## config.mk

```make
export PLATFORM = sky130hd
export DESIGN_NAME = fifo_write_arbiter
export DESIGN_NICKNAME = d
export VERILOG_FILES = /design/src/rtl/fifo_write_arbiter.sv
export SDC_FILE = /design/constraint.sdc
export NUM_CORES = 1
export LEC_CHECK = 0
export ABC_AREA = 1
export BUFFER_PORTS_ARGS = -buffer_cell sky130_fd_sc_hd__buf_2
export CORE_MARGIN = 2
export CORE_UTILIZATION = 39
export DETAILED_ROUTE_END_ITERATION = 16
export PLACE_DENSITY = 0.86
export SLEW_MARGIN = 5
export SYNTH_ARGS = -nofsm -noshare
export SYNTH_HDL_FRONTEND = slang
export SYNTH_SLANG_ARGS = --single-unit
export TNS_END_PERCENT = 5
```

## constraint.sdc

```tcl
create_clock -name clk -period 1.85 [get_ports clk]
set_input_delay 0.2775 -clock clk [delete_from_list [all_inputs] [get_ports clk]]
set_output_delay 0.2775 -clock clk [all_outputs]
set_load 0.005 [all_outputs]
```

## src/rtl/fifo_write_arbiter.sv

```systemverilog
// Packet-atomic round-robin arbiter that shares one command FIFO write port among
// three requesters; a granted requester keeps the port until its last-flagged word lands.
module fifo_write_arbiter #(
    parameter int WIDTH = 32,
    parameter int RANGE = 2
) (
    input  logic                 clk,
    input  logic                 rst_x,
    input  logic [2:0]           i_req,
    input  logic [2:0]           i_last,
    input  logic [3*WIDTH-1:0]   i_dt,
    output logic [2:0]           o_ack,
    output logic                 o_wstrobe,
    output logic [WIDTH-1:0]     o_dt,
    input  logic                 i_full,
    input  logic [RANGE:0]       i_dnum,
    output logic [2:0]           o_grant,
    output logic                 o_busy,
    output logic [15:0]          o_pkt_cnt
);

    typedef enum logic {
        IDLE = 1'b0,
        XFER = 1'b1
    } state_t;

    state_t      state_q, state_d;
    logic [2:0]  grant_q, grant_d;
    logic        busy_q, busy_d;
    logic [1:0]  ptr_q, ptr_d;
    logic [15:0] pkt_cnt_q, pkt_cnt_d;

    logic [2:0]  winner;
    logic [1:0]  next_ptr;
    logic        pkt_end;
    logic        dnum_unused;

    // Occupancy is informational only; arbitration reacts to i_full alone.
    assign dnum_unused = ^i_dnum;

    always_comb begin
        winner = 3'b000;
        case (ptr_q)
            2'd1: begin
                if (i_req[1])      winner = 3'b010;
                else if (i_req[2]) winner = 3'b100;
                else if (i_req[0]) winner = 3'b001;
            end
            2'd2: begin
                if (i_req[2])      winner = 3'b100;
                else if (i_req[0]) winner = 3'b001;
                else if (i_req[1]) winner = 3'b010;
            end
            default: begin
                if (i_req[0])      winner = 3'b001;
                else if (i_req[1]) winner = 3'b010;
                else if (i_req[2]) winner = 3'b100;
            end
        endcase
    end

    always_comb begin
        next_ptr = 2'd0;
        case (grant_q)
            3'b001:  next_ptr = 2'd1;
            3'b010:  next_ptr = 2'd2;
            default: next_ptr = 2'd0;
        endcase
    end

    always_comb begin
        o_ack = 3'b000;
        if (state_q == XFER && !i_full) begin
            o_ack = grant_q & i_req;
        end
    end

    assign o_wstrobe = |o_ack;
    assign pkt_end   = |(o_ack & i_last);

    always_comb begin
        o_dt = '0;
        case (grant_q)
            3'b001:  o_dt = i_dt[0*WIDTH +: WIDTH];
            3'b010:  o_dt = i_dt[1*WIDTH +: WIDTH];
            3'b100:  o_dt = i_dt[2*WIDTH +: WIDTH];
            default: o_dt = '0;
        endcase
    end

    // The grant is taken in IDLE and released only by an accepted last word,
    // which forces at least one IDLE cycle between consecutive packets.
    always_comb begin
        state_d   = state_q;
        grant_d   = grant_q;
        busy_d    = busy_q;
        ptr_d     = ptr_q;
        pkt_cnt_d = pkt_cnt_q;
        if (state_q == IDLE) begin
            if (|i_req) begin
                state_d = XFER;
                grant_d = winner;
                busy_d  = 1'b1;
            end
        end else begin
            if (pkt_end) begin
                state_d   = IDLE;
                grant_d   = 3'b000;
                busy_d    = 1'b0;
                ptr_d     = next_ptr;
                pkt_cnt_d = pkt_cnt_q + 16'd1;
            end
        end
    end

    always_ff @(posedge clk or negedge rst_x) begin
        if (!rst_x) begin
            state_q   <= IDLE;
            grant_q   <= 3'b000;
            busy_q    <= 1'b0;
            ptr_q     <= 2'd0;
            pkt_cnt_q <= 16'd0;
        end else begin
            state_q   <= state_d;
            grant_q   <= grant_d;
            busy_q    <= busy_d;
            ptr_q     <= ptr_d;
            pkt_cnt_q <= pkt_cnt_d;
        end
    end

    assign o_grant   = grant_q;
    assign o_busy    = busy_q;
    assign o_pkt_cnt = pkt_cnt_q;

    // A requester must hold its word and last flag stable until the word is acked.
    generate
        for (genvar n = 0; n < 3; n++) begin : g_proto
            a_hold_word: assert property (@(posedge clk) disable iff (!rst_x)
                ($past(i_req[n]) && !$past(o_ack[n]) && i_req[n])
                |-> ($stable(i_last[n]) && $stable(i_dt[n*WIDTH +: WIDTH])));
        end
    endgenerate

endmodule

```

==> results of run 1 <==
-- cell families (layout without fill, tap and decap cells) --
group,Yosys count,count (layout),synth area share [%]
and+or+nand+nor,250,250,54.3
buffers and inverters,38,202,8.49
DFF,23,23,30.0
AOI/OAI and AO/OA,11,11,3.40
xor gates and xnor gates,4,4,1.83
adders and majority gates,3,3,1.96
-- cells in the mapped netlist (all sizes together) --
library cell	count
nand2	173
ha	3
nor3	3
a31oi	1
buf	7
nand3b	4
xnor2	1
a21oi	1
inv	26
clkbuf	5
o2111ai	2
xor2	3
nand3	50
o22ai	1
o21ai	6
nand4	2
dfrtp	23
nor2	18
-- metrics by stage --
stage                     setup slack, ps  hold WS (ps)  cell area (um^2)
after CTS                            35.0           293              2870
after detailed placement              177           285              2810
after global routing                -7.39           315              3000
final                                68.9           295              3000
after floorplan                       430         -18.1              1920
after global placement                221           281              2810
-- power by group through the flow --
stage | sequential (W) | clock, W | combinational, W
floorplan | 0.000512 | 0 | 0.00000518
global placement | 0.000512 | 0 | 0.000124
detailed placement | 0.000512 | 0 | 0.000126
CTS | 0.000502 | 0.000316 | 0.000128
global route | 0.000502 | 0.000330 | 0.000144
finish | 0.000502 | 0.000311 | 0.000129
-- metal layers --
layer	GRT usage, %	wire length [um]
met1	28.8	2920
met4	5.66	89
met3	4.47	712
met2	42.6	3820
met5	0	0
-- registers in the layout, summed over array words and instances (netlist names) --
signal and cells:
state_q 1, o_grant 3, o_busy 1, ptr_q 2
o_pkt_cnt 16
-- path summary, 6_finish.rpt --
| kind | start | cells past startpoint | slack, ps | endpoint |
|---|---|---|---|---|
| max | o_grant[0] | 7 | 70 | o_dt[15] |
| min | i_req[1] | 3 | 300 | o_grant[1] |
| max reg2reg | o_pkt_cnt[4] | 7 | 410 | o_pkt_cnt[15] |
| min reg2reg | o_busy | 2 | 480 | o_busy |
| max in group asynchronous | rst_x | 2 | 930 | o_grant[0] |
| min in group asynchronous | rst_x | 2 | 530 | o_pkt_cnt[14] |
-- repair_timing --
| action | 4_1_cts | 5_1_grt |
|---|---|---|
| pin swaps | 0 | 2 |
| gates resized for setup | 1 | 10 |
| hold buffers | 1 | 0 |
| buffers inserted | 0 | 2 |
| setup endpoints to repair | 9 | 39 |
| gates cloned | 0 | 3 |
| endpoints found under the hold margin | 12 | 0 |
-- worst min-delay path, stage by stage --
cell     delay [ps]
buf_2           120
nand3_1          80
nand2_1          50
-- area by class of cell --
| type | instances | area (um^2) |
|---|---|---|
| Tap cell | 67 | 83.8 |
| Clock buffer | 4 | 45.0 |
| Multi-Input combinational cell | 268 | 1190 |
| Inverter | 26 | 100 |
| Timing Repair Buffer | 172 | 1000 |
| Sequential cell | 23 | 579 |
| Fill cell | 436 | 1720 |
==> results by group, run 1 <==
Outcome
  • Status: finished, final reports clean

Cells and area
  • Commonest non-fill, non-tap cell in the layout: nand2_1
  • Layout cells sized above 1: 37.1%
  • Area growth syn-to-layout: 56.6%
  • Diode count: 0
  • Nets: 605
  • Final non-filler cell total: 560
  • Final core utilization: 63.5%
  • Most frequent cells in the layout: 173 x nand2_1, 160 x buf_2, 49 x nand3_1

Power
  • Sw Ratio: 22.0%
  • Peak VDD IR: 0.000449 V
  • P_sw: 0.000208 W
  • Internal power: 0.000735 W
  • Logic pwr share: 13.7%
  • Reg power frac: 53.3%
  • Tot Pwr: 0.000942 W
  • Lkg Pwr: 1.82 nW
  • Clk pwr share: 33.0%
  • Power Dens Cells: 314 mW/mm^2

Synthesis
  • Seq cells post-synth: 23
  • Mapped Cells: 329
  • Post-synth cell types: 23
  • Synth Net Count: 440
  • Syn Area/Cell: 5.82 um^2
  • Syn. warnings: 0
  • Seq/Total Area, Yosys: 30.0%
  • Largest area contributor in the netlist: nand2_1
  • Cell area after synthesis: 0.00192 mm^2
  • Post-synth top area share: 33.9%
  • Synth area leaders: nand2_1 34%, dfrtp_1 30%, nand3_1 13%

Setup path
  • Max stage delay cell, worst path: dfrtp_2
  • CP Launch Type: register
  • Cells along the critical path: inv_2 > nor3_4 > buf_12 > clkbuf_16 > nand2_1 > nand3_1 > buf_2
  • Critical Path RT: 1570 ps
  • Critical Path End Type: output pin
  • Sum of buffers and inverters on the critical path: 4
  • Crit Path Category: register to output pin
  • CP Max Fanout: 12
  • CP delay by family, top: buffers and inverters
  • CP max stage delay: 420 ps
  • Worst EP arrival: 1500 ps

Timing
  • Relative slew slack: 65.0%
  • Clock skew: 5.95 ps
  • Crit share post-route: 96.3%
  • Hold Fails Final Rpt: 0
  • Achievable Freq: 561 MHz
  • Period minus WS final: 1780 ps
  • Fin Setup TNS: 0 ps
  • Final setup viols: 0
  • Max-slew violations: 0
  • Actual slew at the worst max-slew pin: 525 ps

Die
  • Core area: 0.00472 mm^2
  • Die area: 0.00549 mm^2
  • Die W: 74.1 um
  • Row count: 25
  • DIE HEIGHT: 74.1 um
  • Ports: 164
  • Initial Utilization: 40.6%

GRT
  • GRT overflow: 0
  • GRT Util Overall: 23.5%
  • Initial antenna violation count: 0
  • Vias in the first global route: 2278
  • First-pass GRT wire length: 10200 um
  • Largest net degree at the start of global routing: 34

Clock network
  • Clock Tree Root: clkbuf_8
  • H-tree Lvls: 1
  • Clock Latency Late Sink: 260 ps
  • Clock sink count: 23
  • Clk slew on worst S/H paths: 80 ps
  • Clk buf depth: 2
  • CTS tree: done
  • Num CTS Buffers: 3

Place
  • Number of I/O port buffers: 160
  • Placed insts: 550
  • DP Wirelength: 5690 um
  • Gp weighted congestion: 0.874

Drt
  • Antenna Violating Nets Remaining: 0
  • Avg WL per Cell: 13.5 um
  • TritonRoute pass-1 iters: 5
  • DR vias: 2745
  • Vias/cell: 4.90
  • Iter 0 DRT Violations: 126
  • Post-Route WL: 7540 um
  • # DRC: 0

Hold path
  • HP Class: primary input to register

Flow run
  • Maxcap violations: 0
(Power assumes the default switching activity.)
==> run 2, diff against run 1 <==
--- a/config.mk
+++ b/config.mk
@@ -5,12 +5,12 @@
 export SDC_FILE = /design/constraint.sdc
 export NUM_CORES = 1
 export LEC_CHECK = 0
-export ABC_AREA = 1
 export BUFFER_PORTS_ARGS = -buffer_cell sky130_fd_sc_hd__buf_2
 export CORE_MARGIN = 2
-export CORE_UTILIZATION = 39
+export CORE_UTILIZATION = 37
 export DETAILED_ROUTE_END_ITERATION = 16
-export PLACE_DENSITY = 0.86
+export HOLD_SLACK_MARGIN = 0.12
+export PLACE_DENSITY = 0.85
 export SLEW_MARGIN = 5
 export SYNTH_ARGS = -nofsm -noshare
 export SYNTH_HDL_FRONTEND = slang
==> run 2 against run 1 <==
Compared with the run above:
- the run now ends with setup timing left
- clock skew shrank 3.6 ps
- setup slack lost 94 ps
- core utilization shrank 3.9 points
- area after synthesis shrank 8.6%
- first-iteration DRC count grew 31%
- clock power is essentially flat
- maximum frequency shrank 5.0%
- register-to-register slack lost 360 ps
- via count shrank 16%
- cell area shrank 8.1%
- die area shrank 3.5%
- flip-flop and latch count is the same
- largest cell class unchanged
==> results by group, run 2 <==
Setup path
  • CP Max Fanout: 5 (-7)
  • CP delay by family, top: simple AND/OR/NAND/NOR gates
  • CP Launch Type: register
  • Sum of buffers and inverters on the critical path: 2 (-2)
  • Cells along the critical path: buf_4 > and4b_1 > or3_4 > buf_6
  • Critical Path RT: 1570 ps (about the same)
  • Worst EP arrival: 1600 ps (+100 ps)
  • Crit Path Category: register to output pin
  • CP max stage delay: 460 ps (+40 ps)
  • Critical Path End Type: output pin
  • Max stage delay cell, worst path: dfrtp_2

GRT
  • First-pass GRT wire length: 8510 um (-17%)
  • GRT overflow: 0 (unchanged)
  • Largest net degree at the start of global routing: 34 (unchanged)
  • Initial antenna violation count: 0 (unchanged)
  • GRT Util Overall: 19.5% (-4.0 points)
  • Vias in the first global route: 1898 (-17%)

Clock network
  • Clock Latency Late Sink: 260 ps (about the same)
  • Clk buf depth: 2 (unchanged)
  • Num CTS Buffers: 3 (unchanged)
  • H-tree Lvls: 1 (unchanged)
  • Clock Tree Root: clkbuf_8
  • CTS tree: done
  • Clock sink count: 23 (unchanged)
  • Clk slew on worst S/H paths: 80 ps (about the same)

Place
  • Gp weighted congestion: 0.781 (-11%)
  • Placed insts: 428 (-22%)
  • Number of I/O port buffers: 160 (unchanged)
  • DP Wirelength: 4350 um (-24%)
  • Pre-CTS WS: 180 ps (+3.71 ps)

Cells and area
  • Final non-filler cell total: 437 (-22%)
  • Largest register FFs: 16 (unchanged)
  • Layout cells sized above 1: 48.6% (+11 points)
  • Final core utilization: 59.6% (-3.9 points)
  • Area growth syn-to-layout: 57.5%
  • Diode count: 0 (unchanged)
  • Nets: 495 (-18%)
  • Commonest non-fill, non-tap cell in the layout: buf_2
  • Most frequent cells in the layout: 159 x buf_2, 44 x nand2_1, 32 x a22oi_1

Synthesis
  • Post-synth cell types: 33 (+43%)
  • Syn. warnings: 0 (unchanged)
  • Post-synth top area share: 32.9% (-1.0 points)
  • Synth Net Count: 335 (-24%)
  • Seq/Total Area, Yosys: 32.9% (+2.8 points)
  • Mapped Cells: 224 (-32%)
  • List of most frequent post-synthesis cells: 44 x nand2_1, 35 x o21ai_0, 32 x a22oi_1, 23 x dfrtp_1, 13 x xnor2_1
  • Post-synth EDFFs: 0 (unchanged)
  • Most frequent cell after synthesis: nand2_1
  • Syn Area/Cell: 7.81 um^2 (+34%)
  • Synth area leaders: dfrtp_1 33%, a22oi_1 14%, o21ai_0 10%
  • Seq cells post-synth: 23 (unchanged)
  • Asr flop ratio synth: 100% (unchanged)
  • Main synth FF type: dfrtp_1
  • Largest area contributor in the netlist: dfrtp_1
  • Cell area after synthesis: 0.00175 mm^2 (-8.6%)

Timing
  • Relative slew slack: 65.6% (+0.62 points)
  • Period minus WS final: 1880 ps (+94.2 ps)
  • Final setup viols: 1 (+1)
  • Actual slew at the worst max-slew pin: 515 ps (-9.31 ps)
  • Clock skew: 2.30 ps (-3.65 ps)
  • Hold Fails Final Rpt: 0 (unchanged)
  • Achievable Freq: 533 MHz (-5.0%)
  • Crit share post-route: 101% (+5.1 points)
  • RSZ-0062 raised after global routing: true
  • Final WS setup: -25.4 ps (-94.2 ps)
  • Max-slew violations: 0 (unchanged)

Drt
  • Avg WL per Cell: 13.5 um (about the same)
  • Iter 0 DRT Violations: 165 (+31%)
  • Post-Route WL: 5880 um (-22%)
  • DR vias: 2295 (-16%)
  • Antenna Violating Nets Remaining: 0 (unchanged)
  • TritonRoute pass-1 iters: 5 (unchanged)
  • Vias/cell: 5.25 (+7.1%)
  • # DRC: 0 (unchanged)

Flow run
  • Maxcap violations: 0 (unchanged)

Outcome
  • Status: complete, but fails checks
  • Violated checks: setup timing

Power
  • Peak VDD IR: 0.000605 V (+35%)
  • Lkg Pwr: 1.47 nW (-19%)
  • Tot Pwr: 0.00248 W (+160%)
  • Power Dens Cells: 898 mW/mm^2 (+190%)

Die
  • Initial Utilization: 37.8% (-2.7 points)
  • DIE HEIGHT: 72.8 um (-1.8%)
  • Ports: 164 (unchanged)
  • Die area: 0.00530 mm^2 (-3.5%)
  • Die W: 72.8 um (-1.8%)
  • Row count: 25 (unchanged)
  • Core area: 0.00463 mm^2 (-2.0%)

Hold path
  • HP Class: primary input to register
==> run 2: cell types whose count changed after synthesis, moves of 4 or more <==
cell	previous run	this run
a22oi_1	0	32
and3_1	0	4
nand3b_1	4	0
nor2_1	16	8
clkbuf_1	5	12
o21ai_0	6	35
nand2_1	173	44
nand4_1	2	9
inv_1	26	8
nand3_1	49	2
xnor2_1	1	13
==> run 2: stage by stage <==
stage	cell area [um^2]	hold slack [ps]	setup TNS, ps
global route	2760	354	-466
finish	2760	336	-25.4
CTS	2700	340	0
global placement	2630	276	0
floorplan	1750	-18.1	0
detailed placement	2630	285	0
==> run 2: final cells by class <==
type | instances | area, um^2
clock buffers | 3 | 41.3
clock inverters | 1 | 5.00
fillers | 408 | 1870
inverters | 8 | 30.0
multi-input cells | 176 | 1080
flip-flops and latches | 23 | 579
well taps | 54 | 67.6
repair buffers | 172 | 950
==> run 2: per-layer routing <==
| metal | GRT usage [%] | vias up | part of all wire [%] |
|---|---|---|---|
| li1 | - | 1128 | - |
| met1 | 27.4 | 1053 | 43 |
| met2 | 32.2 | 108 | 50 |
| met3 | 3.59 | 6 | 6.6 |
| met4 | 2.67 | 0 | 0.58 |
| met5 | 0 | - | 0 |
==> run 2: power by group <==
part | switching, W | internal [W]
Combinational | 0.000743 | 0.000731
Clock | 0.000161 | 0.000150
Sequential | 0.000101 | 0.000588
==> run 2: worst paths after layout <==
path,startpoint,to,slack [ps],depth (start not counted)
min reg2reg,o_busy,o_busy,480,1
max,o_grant[0],o_wstrobe,-30,4
max in group asynchronous,rst_x,o_grant[1],960,2
max reg2reg,o_grant[0],o_pkt_cnt[3],50,6
min in group asynchronous,rst_x,o_pkt_cnt[13],510,2
min,i_req[1],o_grant[1],340,2
==> run 2: repair_timing <==
action                                  4_1_cts  5_1_grt
gates cloned                                  0        1
hold buffers                                  1        0
hold endpoints to repair                     23        0
pin swaps                                     1        1
buffers inserted                              0        3
resized for setup                             8       29
endpoints found under the setup margin       27       27
==> run 2: cells by family after synthesis <==
group	Yosys count	share of synthesized area (%)
compound gates	79	28.8
flops	23	32.9
simple gates	79	22.4
xor+xnor	15	7.51
fa+ha+maj	3	2.14
buf+inv	25	6.22
==> run 3, diff against run 2 <==
--- a/config.mk
+++ b/config.mk
@@ -11,6 +11,7 @@
 export DETAILED_ROUTE_END_ITERATION = 16
 export HOLD_SLACK_MARGIN = 0.12
 export PLACE_DENSITY = 0.85
+export SETUP_SLACK_MARGIN = 0.1
 export SLEW_MARGIN = 5
 export SYNTH_ARGS = -nofsm -noshare
 export SYNTH_HDL_FRONTEND = slang
==> run 3 against run 2 <==
Compared with the run above:
- the run now ends clean
- clock skew grew 2.5 ps
- core utilization rose by 0.22 points
- via count rose by 0.57%
- count of clock-buffer cells in the layout did not move
- sequential power about the same
- maximum frequency up 2.3%
- cell count fell by 0.23%
- global-route usage is 0.20 points higher
==> results by group, run 3 (synthesized netlist as in run 2, its figures left out) <==
Cells and area
  • Commonest non-fill, non-tap cell in the layout: buf_2
  • Fill count: 412 (+0.98%)
  • Final non-filler cell total: 436 (-0.23%)
  • Diode count: 0 (unchanged)
  • Most frequent cells in the layout: 159 x buf_2, 44 x nand2_1, 31 x a22oi_1, 31 x o21ai_1, 21 x dfrtp_1
  • Final core utilization: 59.8% (+0.22 points)
  • Layout cells sized above 1: 48.7% (+0.13 points)
  • Flip-flop and latch area: 578 um^2 (-0.22%)
  • Largest register FFs: 16 (unchanged)
  • Nets: 494 (-0.20%)
  • Footprint of the multi-input gates: 0.00110 mm^2 (+1.0%)
  • Area growth syn-to-layout: 58.1%

Setup path
  • R2r worst-path depth: 6 (unchanged)
  • End of the critical path: o_dt[3]
  • Critical R2R Capture: o_pkt_cnt[5]
  • Critical Path RT: 1570 ps (about the same)
  • CP Launch Point: o_grant[1]
  • Critical Path End Type: output pin
  • Worst EP arrival: 1560 ps (-40 ps)
  • Worst reg-to-reg setup slack: 210 ps (+160 ps)
  • CP Max Fanout: 16 (+11)
  • Crit Path Category: register to output pin
  • Worst R2R Start: o_grant[2]
  • CP Launch Type: register

GRT
  • Initial antenna violation count: 0 (unchanged)
  • Largest net degree at the start of global routing: 34 (unchanged)
  • GRT overflow: 0 (unchanged)
  • GRT Util Overall: 19.7% (+0.20 points)
  • Vias in the first global route: 1914 (+0.84%)
  • First-pass GRT wire length: 8600 um (+1.1%)

Die
  • Core area: 0.00463 mm^2 (unchanged)
  • DIE HEIGHT: 72.8 um (unchanged)
  • Die W: 72.8 um (unchanged)
  • Initial Utilization: 37.8% (unchanged)
  • Row count: 25 (unchanged)
  • Ports: 164 (unchanged)
  • Die area: 0.00530 mm^2 (unchanged)

Clock network
  • Clock Latency Late Sink: 260 ps (about the same)
  • Clock Tree Root: clkbuf_8
  • CTS tree: done
  • Clk buf depth: 2 (unchanged)
  • Clock sink count: 23 (unchanged)
  • Clk slew on worst S/H paths: 80 ps (about the same)
  • Num CTS Buffers: 3 (unchanged)
  • H-tree Lvls: 1 (unchanged)

Drt
  • # DRC: 0 (unchanged)
  • Post-Route WL: 6060 um (+3.0%)
  • TritonRoute pass-1 iters: 4 (-1)
  • Antenna Violating Nets Remaining: 0 (unchanged)
  • DR vias: 2308 (+0.57%)
  • Vias/cell: 5.29 (+0.80%)
  • Iter 0 DRT Violations: 154 (-6.7%)
  • Avg WL per Cell: 13.9 um (+3.2%)

Timing
  • RSZ-0062 raised after global routing: true
  • Period minus WS final: 1830 ps (-42.3 ps)
  • Actual slew at the worst max-slew pin: 518 ps (+2.25 ps)
  • Crit share post-route: 99.1% (-2.3 points)
  • Achievable Freq: 546 MHz (+2.3%)
  • Relative slew slack: 65.5% (-0.15 points)
  • Fin Setup TNS: 0 ps (+25.4 ps)
  • Hold Fails Final Rpt: 0 (unchanged)
  • Max-slew violations: 0 (unchanged)
  • Clock skew: 4.76 ps (+2.46 ps)
  • Final setup viols: 0 (-1)

Power
  • Power Dens Cells: 907 mW/mm^2 (+1.1%)
  • Tot Pwr: 0.00251 W (+1.4%)
  • Peak VDD IR: 0.000615 V (+1.6%)
  • Lkg Pwr: 1.47 nW (+0.13%)

Place
  • DP Wirelength: 4350 um (unchanged)
  • Gp weighted congestion: 0.781 (unchanged)
  • Placed insts: 428 (unchanged)
  • Number of I/O port buffers: 160 (unchanged)

Outcome
  • Status: finished, final reports clean

Hold path
  • Hold Path Stages: 2 (unchanged)
  • HP Class: primary input to register

Flow run
  • Maxcap violations: 0 (unchanged)
==> run 3: cell count changes in the layout (fill, tap and decap cells not counted) <==
cell and change:
nor2b_4 +1, buf_6 +2, nor2b_2 -1, and3_2 +1, o21ai_0 -2, dfrtp_1 +1
dfrtp_2 -1, o21ai_1 +2, a22oi_2 +1, a22oi_1 -1, buf_4 -3, and3_1 -1
==> run 3: metrics by stage <==
stage | setup WS, ps | hold slack (ps) | instance area [um^2]
final | 16.9 | 346 | 2770
after global routing | -59.8 | 355 | 2770
after CTS | 16.8 | 340 | 2720
after detailed placement | 180 | 285 | 2630
after global placement | 212 | 276 | 2630
after floorplan | 249 | -18.1 | 1750
==> run 3: area by class of cell <==
| cell class | instances | share of cell area [%] |
|---|---|---|
| Tap cell | 54 | 2.44 |
| Clock inverter | 1 | 0.181 |
| Timing Repair Buffer | 171 | 34.3 |
| Clock buffer | 3 | 1.49 |
| Multi-Input combinational cell | 176 | 39.6 |
| Inverter | 8 | 1.08 |
| Sequential cell | 23 | 20.9 |
==> run 3: what timing repair did <==
item	in CTS	in global routing
resized for setup	10	35
setup endpoints to repair	33	35
gates cloned	0	2
endpoints found under the hold margin	23	0
pin swaps	3	1
hold buffers	1	0
setup buffers	1	0
==> run 3: worst min path at each step <==
stage | from | endpoint | slack [ps]
4_1_cts | i_req[1] | o_grant[1] | 340
2_1_floorplan | rst_x | o_busy | -20
5_1_grt | i_req[1] | o_grant[1] | 360
3_3_place_gp | rst_x | o_pkt_cnt[13] | 280
3_5_place_dp | rst_x | o_pkt_cnt[13] | 290
6_report | i_req[1] | o_grant[1] | 350
==> run 3: layer usage <==
layer	share of wire [%]	track usage [%]	up-vias
li1	-	-	1127
met1	42	27.5	1068
met2	51	32.7	109
met3	6.8	3.59	4
met4	0.53	2.67	0
met5	0	0	-
==> run 3: power by group <==
group	internal, W	switching [W]
logic	0.000746	0.000767
registers	0.000587	0.000104
clock network	0.000150	0.000157
total	0.00148	0.00103
==> run 3: critical path, cell delays in order (launching register included) <==
cell       delay (ps)
dfrtp_2           460
nor2b_4           250
clkbuf_16         200
a22oi_1            90
o21ai_1           160
buf_2             140
